[src/rtl/johnson_pkg.sv]
// Shared types and helpers for consumers of the parameterized Johnson counter.
package johnson_pkg;

    typedef enum logic [0:0] {SYNC, TRACK} jd_state_t;

    // Width of a binary phase index for an N-bit Johnson code (2N states)
    function automatic int jidx_width(input int n);
        return $clog2(2 * n);
    endfunction

endpackage

[src/rtl/johnson_code_check.sv]
// Combinational Johnson code checker: maps an N-bit code to its phase index
// and flags codes that are not one of the 2N legal patterns.
module johnson_code_check
    import johnson_pkg::*;
#(
    parameter  int N  = 4,
    localparam int IW = jidx_width(N)
) (
    input  logic [N-1:0]  q,
    output logic          legal,
    output logic [IW-1:0] k
);

    logic [IW:0]  pop;
    logic [N-1:0] pattern;

    // MSB clear means ones fill from bit 0; MSB set means ones fill from the top
    always_comb begin
        pop = '0;
        for (int i = 0; i < N; i++) begin
            pop = pop + {{IW{1'b0}}, q[i]};
        end
        pattern = '0;
        for (int i = 0; i < N; i++) begin
            if (q[N-1]) begin
                pattern[i] = (i >= N - int'(pop));
            end else begin
                pattern[i] = (i < int'(pop));
            end
        end
        legal = (q == pattern);
        k     = q[N-1] ? IW'(2 * N - int'(pop)) : IW'(pop);
    end

endmodule

[src/rtl/johnson_decoder.sv]
// Johnson code decoder: binary phase index, legality and continuity checks,
// wrap strobe and a saturating error counter.
module johnson_decoder
    import johnson_pkg::*;
#(
    parameter  int N  = 4,
    parameter  int CW = 8,
    localparam int IW = jidx_width(N)
) (
    input  logic          clk,
    input  logic          reset,
    input  logic [N-1:0]  q,
    input  logic          err_clr,
    output logic [IW-1:0] idx,
    output logic          valid,
    output logic          illegal,
    output logic          seq_err,
    output logic          wrap,
    output logic [CW-1:0] err_cnt
);

    localparam logic [IW-1:0] LAST = IW'(2 * N - 1);

    jd_state_t     state, state_next;
    logic          legal;
    logic [IW-1:0] k;
    logic [IW-1:0] succ;
    logic [IW-1:0] idx_next;
    logic          illegal_next, seq_err_next, wrap_next;

    johnson_code_check #(.N(N)) u_check (
        .q     (q),
        .legal (legal),
        .k     (k)
    );

    // 2N need not be a power of two, so the successor wraps explicitly
    assign succ  = (idx == LAST) ? '0 : idx + 1'b1;
    assign valid = (state == TRACK);

    always_comb begin
        state_next   = state;
        idx_next     = idx;
        illegal_next = 1'b0;
        seq_err_next = 1'b0;
        wrap_next    = 1'b0;
        unique case (state)
            SYNC: begin
                if (legal) begin
                    idx_next   = k;
                    state_next = TRACK;
                end else begin
                    illegal_next = 1'b1;
                end
            end
            TRACK: begin
                if (!legal) begin
                    illegal_next = 1'b1;
                    state_next   = SYNC;
                end else if (k == succ) begin
                    idx_next  = k;
                    wrap_next = (idx == LAST);
                end else if (k != idx) begin
                    seq_err_next = 1'b1;
                    idx_next     = k;
                end
            end
            default: state_next = SYNC;
        endcase
    end

    always_ff @(posedge clk or negedge reset) begin
        if (!reset) begin
            state   <= SYNC;
            idx     <= '0;
            illegal <= 1'b0;
            seq_err <= 1'b0;
            wrap    <= 1'b0;
            err_cnt <= '0;
        end else begin
            state   <= state_next;
            idx     <= idx_next;
            illegal <= illegal_next;
            seq_err <= seq_err_next;
            wrap    <= wrap_next;
            if (err_clr) begin
                err_cnt <= '0;
            end else if ((illegal_next || seq_err_next) && (err_cnt != {CW{1'b1}})) begin
                err_cnt <= err_cnt + 1'b1;
            end
        end
    end

endmodule

[config.mk]
export PLATFORM = sky130hd
export DESIGN_NAME = johnson_decoder
export DESIGN_NICKNAME = d
export VERILOG_FILES = /design/src/rtl/johnson_pkg.sv /design/src/rtl/johnson_code_check.sv /design/src/rtl/johnson_decoder.sv
export SDC_FILE = /design/constraint.sdc
export NUM_CORES = 1
export LEC_CHECK = 0
export CAP_MARGIN = 10
export CORE_MARGIN = 2
export CORE_UTILIZATION = 35
export DETAILED_ROUTE_END_ITERATION = 8
export GPL_TIMING_DRIVEN = 0
export PLACE_DENSITY = 0.61
export SYNTH_ARGS = -nofsm -noshare
export SYNTH_HDL_FRONTEND = slang
export SYNTH_HIERARCHICAL = 1
export SYNTH_SLANG_ARGS = --single-unit
[constraint.sdc]
create_clock -name clk -period 2.9 [get_ports clk]
set_input_delay 0.29 -clock clk [delete_from_list [all_inputs] [get_ports clk]]
set_output_delay 0.29 -clock clk [all_outputs]
set_load 0.02 [all_outputs]
==> impl_metrics.json <==
{
  "gr-total-overflow": 0,
  "hold_ws_ns": 0.3938,
  "row_count": 21,
  "final-hold-violation-count": 0,
  "cts_tree": "done",
  "dp_hpwl_um": 2001,
  "postCtsHoldBufs": 0,
  "p_comb_frac": 0.614,
  "slew_viol_final": 0,
  "path_buf_inv": 4,
  "yosys.area.top_type": "dfrtp_1",
  "grt_pass1_wl_um": 4809,
  "critPathMaxFanout": 5,
  "setup_slack_ns": -0.6657,
  "switchingPower_uw": 455.3,
  "insertion_delay_ns": 0.29,
  "htree_levels": 1,
  "p_int_uw": 634.6,
  "dieArea_um2": 3958,
  "power_uw": 1090,
  "synth_edf_count": 0,
  "antenna_cells": 0,
  "grt_max_degree": 16,
  "avgRoutedWirePerCell_um": 13.61,
  "cp-end-kind": "flip-flop",
  "path_class": "in -> reg",
  "period_needed_ns": 3.566,
  "synth_cells": 131,
  "postRouteAntennaNets": 0,
  "ys_warn_count": 6,
  "n_fill_cell": 306,
  "worst_path_most_repeated_cell": "ha_4",
  "port_buffers": 20,
  "start_util": 0.3641,
  "finalCritPeriodShare": 1.230,
  "fmax_mhz": 280.4,
  "areaGrowthSynthToFinish_pct": 49.64,
  "switching_share": 0.4178,
  "fin_setup_tns_ns": -7.483,
  "tightest_slew_ns": 0.8146,
  "seq_area_frac_synth": 0.3090,
  "antenna_found_initial": 0,
  "max_cap_violations": 0,
  "vias": 1170,
  "failed_checks": "negative setup slack",
  "setup_viol_count_final": 15,
  "power_density_nw_per_um2": 599.6,
  "syn_area_um2": 1215,
  "cts_buffers": 3,
  "skew_ns": 0.003174,
  "synth_cell_type_count": 38,
  "path_delay_family": "adder cells",
  "final_nets": 192,
  "drtPass1Iterations": 4,
  "p_leak_uw": 0.0007271,
  "drt-vias-per-instance": 5.417,
  "drc": 0,
  "drt_iter0_markers": 43,
  "clk_pin_slew_ns": 0.09,
  "core_um2": 3337,
  "max_stage_delay_ns": 0.59,
  "ys_top_cells_by_area": "dfrtp_1 31%, ha_1 12%, inv_1 4.0%",
  "path_cells": "buf_8, fa_2, ha_4, ha_4, inv_4, ha_4, inv_2, ha_4, and3_4, ha_4, nor2b_4, mux2i_1, xor2_1, a2111oi_4, o31a_1, buf_6, or4_1, a21oi_2",
  "layout_commonest_cell": "clkdlybuf4s50_1",
  "syn_nets": 152,
  "async_flop_share": 1.000,
  "gp_congestion": 0.8258,
  "seq_power_share": 0.269,
  "ys_ff_latch": 15,
  "die_x_um": 62.92,
  "layout_common_cells": "17 x clkdlybuf4s50_1, 15 x dfrtp_1, 13 x nand2_1",
  "cp-start-kind": "input port",
  "synth_top_cell_area_share": 0.3090,
  "pwr-share-clk": 0.117,
  "avgSynthCellArea_um2": 9.274,
  "critPathSlowestCell": "fa_2",
  "io_pins": 22,
  "relSlewSlack": 0.4512,
  "worstPathRequired_ns": 3.12,
  "rsz0062_at_grt": "yes",
  "place_ws_ns": -1.599,
  "root_buffer": "clkbuf_4",
  "clock_path_buffers": 2,
  "min_path_type": "in -> reg",
  "cp.arrival_ns": 3.79,
  "grt_pass1_vias": 1111,
  "grt_usage": 0.1488,
  "drive_gt1_frac": 0.3235,
  "vdd_drop_max_mv": 0.2526,
  "wl_um": 2939,
  "synth_ff_type": "dfrtp_1",
  "clock_sinks": 15,
  "outcome": "finished with violations",
  "dieHeight_um": 62.92
}
[synthesized netlist by cell type (all sizes together), types with 2 or more instances]
library cell,n
inv,13
o31ai,4
ha,12
buf,2
o41ai,3
and3,3
mux2i,4
xnor2,4
nand2,13
nand4,5
dfrtp,15
nand3,3
o21ai,4
or4,3
nor2,6
fa,2
a21oi,7
xor2,3
mux2,4
nor2b,2
nor4,4
[metrics by stage]
step	utilization	instance area, um^2	cells
3_5_place_dp	0.4653	1553	197
3_3_place_gp	0.4653	1553	197
5_1_grt	0.5448	1818	216
6_report	0.5448	1818	216
2_1_floorplan	-	1295	131
4_1_cts	0.5129	1712	212
[state kept, by name, indices dropped and copies added, names as in the netlist]
register / flops
err_cnt: 8
idx: 3
illegal: 1
seq_err: 1
valid: 1
wrap: 1
[cell families (layout without fill, tap and decap cells)]
logic type,after synthesis,count (layout),synth area share
AOI/OAI and AO/OA,26,26,0.1535
muxes,8,8,0.07003
adders and majority gates,14,14,0.1565
DFF,15,15,0.3090
xor gates and xnor gates,7,7,0.05046
buffers and inverters,16,55,0.05664
and+or+nand+nor,45,45,0.2039
[power by group through the flow]
| stage | sequential (uW) | combinational, uW | clock [uW] |
|---|---|---|---|
| 2_1_floorplan | 329 | 356 | 0 |
| 3_3_place_gp | 289 | 538 | 0 |
| 3_5_place_dp | 292 | 550 | 0 |
| 4_1_cts | 288 | 617 | 130 |
| 5_1_grt | 298 | 724 | 139 |
| 6_report | 293 | 670 | 127 |
[final cells by class]
cell class                      instances  area (um^2)  area share
Clock buffer                            4        26.28     0.01445
Tap cell                               46        57.56     0.03166
Inverter                               13        51.30     0.02822
Sequential cell                        15        375.4      0.2065
Multi-Input combinational cell        100        954.7      0.5251
Buffer                                  3        20.02     0.01101
Timing Repair Buffer                   35        332.8      0.1831
[worst register-to-register path, cell delays in order, from the launching register on]
cell and delay [ns]:
dfrtp_1 0.45, ha_1 0.23, ha_1 0.28, xor2_1 0.31
nor4_2 0.13, o31a_1 0.34, buf_6 0.14, or4_1 0.48
a21oi_2 0.13
[per-layer routing]
layer / global-route usage / share of wire / up-vias
met2: 0.2553 / 0.51 / 28
met1: 0.1800 / 0.43 / 576
met5: 0 / 0 / -
met4: 0.08333 / 0.030 / 0
met3: 0.01622 / 0.032 / 9
li1: - / - / 557
[worst paths after layout]
kind	from	end	slack (ns)	depth (start not counted)
worst max-delay path	q[1]	err_cnt[5]	-0.67	18
worst min-delay path	err_clr	err_cnt[7]	0.39	2
worst max register to register	idx[0]	err_cnt[5]	0.34	8
worst min register to register	valid	wrap	0.61	1
max in group asynchronous	reset	err_cnt[1]	2.07	1
min in group asynchronous	reset	wrap	0.40	1
[repair_timing]
action / 4_1_cts / 5_1_grt
resized for setup: 30 / 17
gates cloned: 1 / 0
setup endpoints to repair: 15 / 15
pin swaps: 15 / 11
setup buffers: 10 / 5
Note: power is estimated with default switching activity, not from simulation.
